File: src/rtl/regfile_wb_arbiter.sv
// Write-back arbiter and busy scoreboard for the 8x8 register file and CB; WB_ARB_ROUND_ROBIN_EN selects round-robin over fixed A priority.
// One registered stage (handshake in N strobes the file in N+1); ready drops on hold_i or reset and the losing port stalls until granted.
module regfile_wb_arbiter #(
  parameter int DATA_W   = 8,
  parameter int ADDR_W   = 3,
  parameter int NUM_REGS = 8
) (
  input  logic                clk_i,
  input  logic                reset_n_i,
  input  logic                hold_i,
  input  logic                a_valid_i,
  output logic                a_ready_o,
  input  logic                a_we_i,
  input  logic [ADDR_W-1:0]   a_addr_i,
  input  logic [DATA_W-1:0]   a_data_i,
  input  logic                a_cb_we_i,
  input  logic                a_cb_i,
  input  logic                b_valid_i,
  output logic                b_ready_o,
  input  logic                b_we_i,
  input  logic [ADDR_W-1:0]   b_addr_i,
  input  logic [DATA_W-1:0]   b_data_i,
  input  logic                b_cb_we_i,
  input  logic                b_cb_i,
  input  logic                rsv_i,
  input  logic [ADDR_W-1:0]   rsv_addr_i,
  input  logic                rsv_cb_i,
  output logic                write_o,
  output logic [ADDR_W-1:0]   write_addr_o,
  output logic [DATA_W-1:0]   write_data_o,
  output logic                write_cb_o,
  output logic                cb_data_o,
  output logic [NUM_REGS-1:0] busy_o,
  output logic                cb_busy_o
);

  logic                a_fire;
  logic                b_fire;
  logic [NUM_REGS-1:0] busy_nxt;
  logic                cb_busy_nxt;

`ifdef WB_ARB_ROUND_ROBIN_EN
  logic last_b;
`endif

  always_comb begin
    a_ready_o = 1'b0;
    b_ready_o = 1'b0;
    if (reset_n_i && !hold_i) begin
      if (a_valid_i && b_valid_i) begin
`ifdef WB_ARB_ROUND_ROBIN_EN
        a_ready_o = last_b;
        b_ready_o = !last_b;
`else
        a_ready_o = 1'b1;
`endif
      end else begin
        a_ready_o = a_valid_i;
        b_ready_o = b_valid_i;
      end
    end
  end

  assign a_fire = a_valid_i && a_ready_o;
  assign b_fire = b_valid_i && b_ready_o;

`ifdef WB_ARB_ROUND_ROBIN_EN
  // Pointer remembers the last winner; it only moves on a completed handshake.
  always_ff @(posedge clk_i) begin
    if (!reset_n_i) begin
      last_b <= 1'b1;
    end else if (a_fire) begin
      last_b <= 1'b0;
    end else if (b_fire) begin
      last_b <= 1'b1;
    end
  end
`endif

  always_ff @(posedge clk_i) begin
    if (!reset_n_i) begin
      write_o      <= 1'b0;
      write_addr_o <= '0;
      write_data_o <= '0;
      write_cb_o   <= 1'b0;
      cb_data_o    <= 1'b0;
    end else if (a_fire) begin
      write_o      <= a_we_i;
      write_addr_o <= a_addr_i;
      write_data_o <= a_data_i;
      write_cb_o   <= a_cb_we_i;
      cb_data_o    <= a_cb_i;
    end else if (b_fire) begin
      write_o      <= b_we_i;
      write_addr_o <= b_addr_i;
      write_data_o <= b_data_i;
      write_cb_o   <= b_cb_we_i;
      cb_data_o    <= b_cb_i;
    end else begin
      write_o      <= 1'b0;
      write_cb_o   <= 1'b0;
    end
  end

  // Commit clears first so a same-cycle reservation of that register survives.
  always_comb begin
    busy_nxt = busy_o;
    if (write_o) begin
      busy_nxt[write_addr_o] = 1'b0;
    end
    if (rsv_i) begin
      busy_nxt[rsv_addr_i] = 1'b1;
    end
    cb_busy_nxt = (cb_busy_o && !write_cb_o) || rsv_cb_i;
  end

  always_ff @(posedge clk_i) begin
    if (!reset_n_i) begin
      busy_o    <= '0;
      cb_busy_o <= 1'b0;
    end else begin
      busy_o    <= busy_nxt;
      cb_busy_o <= cb_busy_nxt;
    end
  end

endmodule
File: config.mk
export PLATFORM = sky130hd
export DESIGN_NAME = regfile_wb_arbiter
export DESIGN_NICKNAME = d
export VERILOG_FILES = /design/src/rtl/regfile_wb_arbiter.sv
export SDC_FILE = /design/constraint.sdc
export NUM_CORES = 1
export LEC_CHECK = 0
export ABC_AREA = 1
export CAP_MARGIN = 10
export CELL_PAD_IN_SITES_DETAIL_PLACEMENT = 0
export CELL_PAD_IN_SITES_GLOBAL_PLACEMENT = 1
export CORE_UTILIZATION = 25
export CTS_CLUSTER_SIZE = 25
export DETAILED_ROUTE_END_ITERATION = 8
export GPL_ROUTABILITY_DRIVEN = 0
export HOLD_SLACK_MARGIN = 0.08
export PLACE_DENSITY_LB_ADDON = 0.1
export SLEW_MARGIN = 0
export SYNTH_ARGS = -nofsm -noshare
export SYNTH_HDL_FRONTEND = slang
export SYNTH_SLANG_ARGS = --single-unit
File: constraint.sdc
create_clock -name clk_i -period 1.42 [get_ports clk_i]
set_input_delay 0.355 -clock clk_i [delete_from_list [all_inputs] [get_ports clk_i]]
set_output_delay 0.355 -clock clk_i [all_outputs]
set_load 0.02 [all_outputs]
==> metrics.md, run 1 <==
| Metric | Value |
|---|---|
| Status | complete, but fails checks |
| Failing checks | design-rule violations |
| GRT overflow | 0 |
| Initial Util | 26.8% |
| Tot Pwr | 1.52 mW |
| Clk slew on worst S/H paths | 90 ps |
| WL final | 3230 microns |
| VDD IR-drop max | 0.000292 V |
| Worst hold endpoint | write_cb_o$_SDFF_PN0_ |
| RR Endpoint | busy_o[1]$_SDFF_PN0_ |
| Slowest CP cell | dfxtp_1 |
| Die span in x | 71.2 microns |
| Drc violations | 5 |
| Area growth, synth to finish | 60.4% |
| Part of the Yosys area used for sequential elements | 38.5% |
| CP Buf/Inv Count | 1 |
| Worst reg2reg startpoint | write_addr_o[1]$_SDFFE_PN0P_ |
| Worst hold margin | 450 ps |
| Setup slack after layout | 93.2 ps |
| Clk Latency, worst-skew pair | 260 ps |
| Die Area | 5070 sq um |
| CP required | 1070 ps |
| Antenna viol nets, final | 0 |
| Worst-Margin Slew | 355 ps |
| Crit Path Class | reg2out |
| Worst path arrival time | 970 ps |
| Layout cells sized above 1 | 10.6% |
| CTS tree | yes |
| ANT cells | 0 |
| Crit path from | write_o$_SDFF_PN0_ |
| Endpoint class of the critical path | output pin |
| WL/cell | 10.5 microns |
| Vias per Instance | 4.19 |
| Slew Limit Headroom | 76.3% |
| Synth warn | 0 |
| Overall Global Routing Usage | 13.1% |
| Std cell rows | 24 |
| Vias in the first global route | 1171 |
| Cell count after synthesis | 185 |
| CP max stage delay | 360 ps |
| Hold Path Class | in2reg |
| Initial DRC Count | 82 |
| CP delay by family, top | flip-flops |
| Post-route cell area | 1920 sq um |
| Static leakage | 1.01 nW |
| Port Buf Inserts | 62 |
| Largest net degree at the start of global routing | 38 |
| Core Area | 4470 sq um |
| Die Ht | 71.2 microns |
| Syn_nets | 223 |
| Worst hold path stage count | 5 |
| Reg2reg path depth | 5 |
| First-pass GRT wire length | 5180 microns |
| Place WS | -769 ps |
| Initial antenna violation count | 0 |
| Cell Area, Synth | 1200 sq um |
| Fmax | 754 MHz |
| Num CTS Buffers | 3 |
| Clock Skew | 4.11 ps |
| Fin. max-slew vios | 0 |
| R2R Setup Slk | 440 ps |
| Root Buffer | clkbuf_8 |
| Startpoint Class | flip-flop |
| Worst Path Max Fanout | 3 |
| Post-layout nets | 294 |
| Clk buf depth | 2 |
| Vias | 1287 |
| Htree depth | 1 |
| Final setup fails | 0 |
| Dpl cell area | 1890 sq um |
| Post-DP HPWL | 2430 microns |
| PwrDens | 793 nW/um^2 |
| Min Tclk post-route | 1330 ps |
| Hold Path Origin | a_valid_i |
| Unrepaired setup endpoints after global routing | false |
| Flops & latches, synth | 23 |
| Fin crit share | 93.4% |
| Mean Syn Cell Area | 6.47 sq um |
| Max-cap violations | 0 |
| Netlist cell types | 15 |
| Cell Chain, Critical Path | dlygate4sd2_1 |
| Final hold viol count | 0 |
| CTS Sinks | 23 |
| I/O pin count | 63 |
| Setup Total Neg Slack | 0 ps |
| Drt pass-1 iters | 7 |
[cells by family (layout without fill, tap and decap cells)]
group / Yosys count / after routing / share of synthesized area (%)
simple gates: 111 / 111 / 40.4
buf+inv: 34 / 104 / 14.0
flops: 23 / 23 / 38.5
compound gates: 17 / 17 / 7.11
[cell usage in the layout (no fill, tap or decap), drive strengths merged, types with 5 or more instances in the layout]
cell and n:
nand4 5, a21oi 9, nor2 38, inv 24, nand3 9, nand3b 9, dlygate4sd2 24, clkdlybuf4s50 33
clkbuf 5, buf 16, nand2 50, dfxtp 23, o21ai 8
[registers in the layout, summed over array words and instances, names as in the netlist]
name          count
busy_o            8
cb_busy_o         1
cb_data_o         1
write_addr_o      3
write_cb_o        1
write_data_o      8
write_o           1
[cells in the mapped netlist]
library cell  number  share of area (%)
nand4_1            5                2.6
buf_4              2                1.3
buf_6              4                3.8
buf_2              2               0.84
clkinv_1           1               0.31
nand3b_1           9                5.6
nand3_1            7                2.9
o21ai_0            8                3.3
a21oi_1            9                3.8
clkbuf_1           1               0.31
inv_1             24                7.5
nand3_2            2                1.7
nor2_1            38                 12
nand2_1           50                 16
dfxtp_1           23                 38
[layer usage]
| metal | wire, microns | vias up | global-route usage, % |
|---|---|---|---|
| met4 | 37 | 0 | 5.33 |
| li1 | - | 708 | - |
| met5 | 0 | - | 0 |
| met3 | 192 | 2 | 3.28 |
| met2 | 1320 | 39 | 19.4 |
| met1 | 1690 | 538 | 18.0 |
[power by group]
part,internal [mW],leakage (nW),switching [mW]
Sequential,0.684,0.189,0.0169
Combinational,0.205,0.802,0.198
Clock,0.198,0.0217,0.221
[final cells by class]
| type | count | area [sq um] |
|---|---|---|
| clock buffer | 3 | 41.3 |
| clock inverter | 1 | 7.51 |
| fill | 501 | 2550 |
| inverter | 25 | 93.8 |
| multi-input combinational | 128 | 577 |
| sequential | 23 | 460 |
| tap | 52 | 65.1 |
| timing repair buffer | 75 | 676 |
[metrics by stage]
| stage | std cells | util, % |
|---|---|---|
| 6_report | 307 | 42.9 |
| 5_1_grt | 307 | 42.9 |
| 4_1_cts | 306 | 43.1 |
| 3_5_place_dp | 301 | 42.3 |
| 3_3_place_gp | 301 | 42.3 |
| 2_1_floorplan | 185 | - |
[how the worst max path moves through the flow]
stage               cells after the start         to  slack [ps]
finish                                  1    write_o          90
global placement                        4  b_ready_o        -750
detailed placement                      4  b_ready_o        -770
global route                            4  b_ready_o          30
floorplan                               5  a_ready_o          70
CTS                                     5  b_ready_o           2
[timing repair]
action | 4_1_cts | 5_1_grt
hold buffers | 0 | 0
pin swaps | 2 | 1
endpoints found under the hold margin | 0 | 0
setup endpoints to repair | 37 | 2
gates cloned | 0 | 0
gates resized for setup | 46 | 4
setup buffers | 1 | 1
Note: power is estimated with default switching activity, not from simulation.
==> run 2: changes to the inputs <==
- RECOVER_POWER: not set -> 50
==> run 2 against run 1 <==
The flow still finishes with violations (design-rule violations). Flip-flop and latch count stayed put. Sequential share of layout area about the same. Combinational power about the same. Fmax about the same. Routed wire length about the same. Utilization down 0.084 points. Register-to-register slack is essentially flat.
==> metrics.md, run 2 (same netlist as run 1, synthesis figures left out) <==
| Metric | Value |
|---|---|
| Met2 usage | 19.4% |
| Cell Chain, Critical Path | dlygate4sd2_1 |
| Crit Path Class | reg2out |
| Fmax | 753 MHz |
| Internal Power | 1.09 mW |
| Die Ht | 71.2 microns |
| Area of the multi-input gates | 577 sq um |
| Clock Skew | 4.10 ps |
| Post-DP HPWL | 2430 microns |
| Most common cell after layout, fill and taps aside | nand2_1 |
| Initial Util | 26.8% |
| Vias per Instance | 4.19 |
| Combinational fraction of design power | 26.3% |
| GRT overflow | 0 |
| Largest net degree at the start of global routing | 38 |
| Slowest CP cell | dfxtp_1 |
| WL/cell | 10.5 microns |
| Failing checks | design-rule violations |
| CP required | 1070 ps |
| Seq pwr share | 46.1% |
| Net Sw Power | 0.435 mW |
| Die Area | 5070 sq um |
| Hold Path Class | reg2reg |
| Worst-Margin Slew | 383 ps |
| CTS tree | yes |
| I/O pin count | 63 |
| Vias | 1286 |
| ANT cells | 0 |
| Most frequent cells in the layout | 50 x nand2_1, 38 x nor2_1, 32 x clkdlybuf4s50_1 |
| GR Util met1 | 18.0% |
| VDD IR-drop max | 0.000291 V |
| Grt met3 use | 3.28% |
| Slew Limit Headroom | 74.5% |
| FILL cells | 503 |
| Register area | 460 sq um |
| Layout cells sized above 1 | 9.80% |
| CTS Sinks | 23 |
| Initial antenna violation count | 0 |
| Htree depth | 1 |
| Vias in the first global route | 1171 |
| Fin crit share | 93.5% |
| Fin. max-slew vios | 0 |
| PwrDens | 793 nW/um^2 |
| Post-layout nets | 294 |
| Max-cap violations | 0 |
| Largest registers | busy_o (8), write_data_o (8), write_addr_o (3) |
| Endpoint class of the critical path | output pin |
| Num CTS Buffers | 3 |
| WL final | 3230 microns |
| Core Area | 4470 sq um |
| Initial DRC Count | 80 |
| Setup slack after layout | 92.1 ps |
| Unrepaired setup endpoints after global routing | false |
| Dpl cell area | 1890 sq um |
| Root Buffer | clkbuf_8 |
| CP delay by family, top | flip-flops |
| Min Tclk post-route | 1330 ps |
| Drc violations | 5 |
| Area growth, synth to finish | 60.1% |
| Final hold viol count | 0 |
| Place WS | -769 ps |
| Overall Global Routing Usage | 13.1% |
| Die span in x | 71.2 microns |
| Port Buf Inserts | 62 |
| Clk Latency, worst-skew pair | 260 ps |
| Hold_buf cts | 0 |
| Status | complete, but fails checks |
| First-pass GRT wire length | 5180 microns |
| CP max stage delay | 360 ps |
| CP Buf/Inv Count | 1 |
| Clock Power Share | 27.5% |
| Startpoint Class | flip-flop |
| GR peak layer | met2 |
| Antenna viol nets, final | 0 |
| Worst Path Max Fanout | 3 |
| Worst hold margin | 475 ps |
| Clk slew on worst S/H paths | 90 ps |
| Final setup fails | 0 |
| Std cell rows | 24 |
| Post-route cell area | 1920 sq um |
| Static leakage | 1.01 nW |
| Drt pass-1 iters | 7 |
| Clk buf depth | 2 |
| Worst path arrival time | 970 ps |
| Sw Ratio | 28.6% |
[run 2: layout make-up]
| cell class | count | area share [%] |
|---|---|---|
| repair buffers | 75 | 35.1 |
| multi-input cells | 128 | 30.1 |
| flip-flops and latches | 23 | 24.0 |
| inverters | 25 | 4.90 |
| well taps | 52 | 3.39 |
| clock buffers | 3 | 2.15 |
| clock inverters | 1 | 0.392 |
[run 2: path summary, 6_finish.rpt]
| check | startpoint | to | slack, ps | depth (start not counted) |
|---|---|---|---|---|
| worst max-delay path | write_o$_SDFF_PN0_ | write_o | 90 | 1 |
| worst max register to register | write_addr_o[1]$_SDFFE_PN0P_ | busy_o[1]$_SDFF_PN0_ | 440 | 5 |
| worst min-delay path | busy_o[0]$_SDFF_PN0_ | busy_o[0]$_SDFF_PN0_ | 480 | 2 |
| worst min register to register | busy_o[0]$_SDFF_PN0_ | busy_o[0]$_SDFF_PN0_ | 480 | 2 |
[run 2: timing repair]
| action | 4_1_cts | 5_1_grt |
|---|---|---|
| buffers inserted | 1 | 1 |
| pin swaps | 2 | 1 |
| endpoints found under the setup margin | 37 | 2 |
| cloned | 0 | 0 |
| resized for setup | 46 | 4 |
[run 2: power groups by stage]
stage | combinational, mW | sequential [mW] | clock [mW]
global route | 0.443 | 0.707 | 0.469
global placement | 0.431 | 0.718 | 0
floorplan | 0.154 | 0.767 | 0
detailed placement | 0.429 | 0.719 | 0
CTS | 0.407 | 0.702 | 0.452
finish | 0.401 | 0.701 | 0.419
[run 2: routing by layer]
layer / wire length [microns] / share of wire [%]
met5: 0 / 0
met4: 37 / 1.1
met3: 192 / 5.9
met2: 1320 / 41
met1: 1680 / 52
[run 2: through the flow]
step                      total power, mW  util, %  cells  TNS (ps)
after floorplan                     0.921        -    185         0
after global placement               1.15     42.3    301     -7280
after detailed placement             1.15     42.3    301     -7810
after CTS                            1.56     43.1    306         0
after global routing                 1.62     42.8    307         0
final                                1.52     42.8    307         0
==> run 3: changes to the inputs <==
- ABC_AREA: 1 -> not set
- CORE_UTILIZATION: 25 -> 26
==> run 3 against run 2 <==
Cell count is 26% lower. Register-to-register slack about the same. Largest cell class unchanged. Synthesized cell count shrank 42%. Area after synthesis fell by 11%. The flow now finishes without violations. Non-clock buffer count shrank 1. Flip-flop and latch count stayed put. Fmax down 1.7%.
==> metrics.md, run 3 <==
| Metric | Value |
|---|---|
| Status | completed |
| Synth top area share | 43.2% |
| Unrepaired setup endpoints after global routing | false |
| Root Buffer | clkbuf_8 |
| CP delay by family, top | flip-flops |
| Die span in x | 66.0 microns |
| Fmax | 740 MHz |
| Worst reg2reg startpoint | write_addr_o[0]$_SDFFE_PN0P_ |
| Port Buf Inserts | 62 |
| Initial DRC Count | 48 |
| Top post-synthesis cells by count | 23 x dfxtp_1, 16 x nand3_1, 12 x mux2i_1, 12 x o211a_1, 8 x a21boi_1 |
| Post-DP HPWL | 2300 microns |
| Worst-Margin Slew | 240 ps |
| CTS Sinks | 23 |
| Finished Core Util | 47.4% |
| Hold Path Origin | busy_o[4]$_SDFF_PN0_ |
| Crit Path Class | reg2out |
| Die Area | 4360 sq um |
| PwrDens | 798 nW/um^2 |
| WL/cell | 13.2 microns |
| Initial Util | 28.1% |
| Mean Syn Cell Area | 9.87 sq um |
| Slew Limit Headroom | 84.0% |
| CTS tree | yes |
| CP required | 1070 ps |
| Fin crit share | 95.1% |
| Crit path from | write_addr_o[1]$_SDFFE_PN0P_ |
| Highest metal used | met4 |
| Cell Chain, Critical Path | dlygate4sd2_1 |
| Most common cell in the netlist | dfxtp_1 |
| Layout Cells excl Fill | 227 |
| DR WL met2 | 1530 microns |
| Slowest CP cell | dfxtp_1 |
| Register area | 460 sq um |
| Max-cap violations | 0 |
| Part of the Yosys area used for sequential elements | 43.2% |
| Flops & latches, synth | 23 |
| Cell count after synthesis | 108 |
| Fin. max-slew vios | 0 |
| Clk slew on worst S/H paths | 80 ps |
| Clk Latency, worst-skew pair | 260 ps |
| FILL cells | 362 |
| I/O pin count | 63 |
| Startpoint Class | flip-flop |
| Place WS | -702 ps |
| CP Buf/Inv Count | 1 |
| Antenna viol nets, final | 0 |
| Post-route cell area | 1800 sq um |
| CP max stage delay | 370 ps |
| Clock Skew | 3.16 ps |
| Vias per Instance | 4.87 |
| Worst path arrival time | 1000 ps |
| Area of the multi-input gates | 564 sq um |
| Final setup fails | 0 |
| Dpl cell area | 1780 sq um |
| GRT overflow | 0 |
| Vias | 1105 |
| Synth area leader | dfxtp_1 |
| WL met1 | 1210 microns |
| Synth async-reset ratio | 0% |
| Final hold viol count | 0 |
| Std cell rows | 22 |
| Num CTS Buffers | 3 |
| Post-layout nets | 218 |
| Metal3 WL | 224 microns |
| Hold Path Class | reg2reg |
| Setup slack after layout | 69.2 ps |
| Tot Pwr | 1.44 mW |
| Most frequent cells in the layout | 31 x clkdlybuf4s50_1, 25 x dlygate4sd2_1, 23 x dfxtp_1 |
| Drt pass-1 iters | 4 |
| Post-synth EDFFs | 0 |
| First-pass GRT wire length | 4960 microns |
| Worst hold margin | 479 ps |
| Netlist cell types | 23 |
| Layout cells sized above 1 | 12.3% |
| ANT cells | 0 |
| Synth top area cells | dfxtp_1 43%, mux2i_1 11%, o211a_1 11% |
| Overall Global Routing Usage | 15.1% |
| Placed instance count | 221 |
| Worst Path Max Fanout | 4 |
| Initial antenna violation count | 0 |
| Cell Area, Synth | 1070 sq um |
| Core Area | 3800 sq um |
| Die Ht | 66.0 microns |
| Synth warn | 0 |
| Largest net degree at the start of global routing | 22 |
| VDD IR-drop max | 0.000333 V |
| Area growth, synth to finish | 69.0% |
| Min Tclk post-route | 1350 ps |
| Clk buf depth | 2 |
| Syn_nets | 146 |
| Largest registers | busy_o (8), write_data_o (8), write_addr_o (3) |
| Setup Total Neg Slack | 0 ps |
| Drc violations | 0 |
| WL final | 3000 microns |
| Hold_buf cts | 0 |
| Htree depth | 1 |
| Static leakage | 0.921 nW |
| Ys flop type | dfxtp_1 |
| Vias in the first global route | 1142 |
| Most common cell after layout, fill and taps aside | clkdlybuf4s50_1 |
| Endpoint class of the critical path | output pin |
run 3: cell type report:
cell class,count,share of cell area (%)
Timing Repair Buffer,74,37.3
Multi-Input combinational cell,78,31.3
Sequential cell,23,25.6
Tap cell,48,3.33
Clock buffer,4,2.50
run 3: kinds of logic after synthesis:
logic type	share of synthesized area (%)
AND/OR/NAND/NOR	18.1
AO/OA/AOI/OAI	23.5
flip-flops	43.2
multiplexers	11.3
buffers and inverters	3.99
run 3: power by group:
group / internal [mW] / switching [mW] / total (mW)
Clock: 0.200 / 0.194 / 0.394
Combinational: 0.194 / 0.154 / 0.348
Sequential: 0.680 / 0.0171 / 0.697
run 3: routing by layer:
| layer | vias up | track usage, % |
|---|---|---|
| li1 | 539 | - |
| met1 | 520 | 17.2 |
| met2 | 42 | 27.0 |
| met3 | 4 | 3.45 |
| met4 | 0 | 5.59 |
| met5 | - | 0 |
run 3: path summary, 6_finish.rpt:
check	endpoint	slack (ps)	cells after the start
worst max-delay path	write_addr_o[1]	70	1
worst min-delay path	busy_o[4]$_SDFF_PN0_	480	2
worst max register to register	busy_o[6]$_SDFF_PN0_	440	4
worst min register to register	busy_o[4]$_SDFF_PN0_	480	2
run 3: timing repair:
item | in CTS | in global routing
pin swaps | 2 | 1
gates resized for setup | 43 | 3
endpoints found under the setup margin | 37 | 1
hold endpoints to repair | 0 | 0
setup buffers | 1 | 1
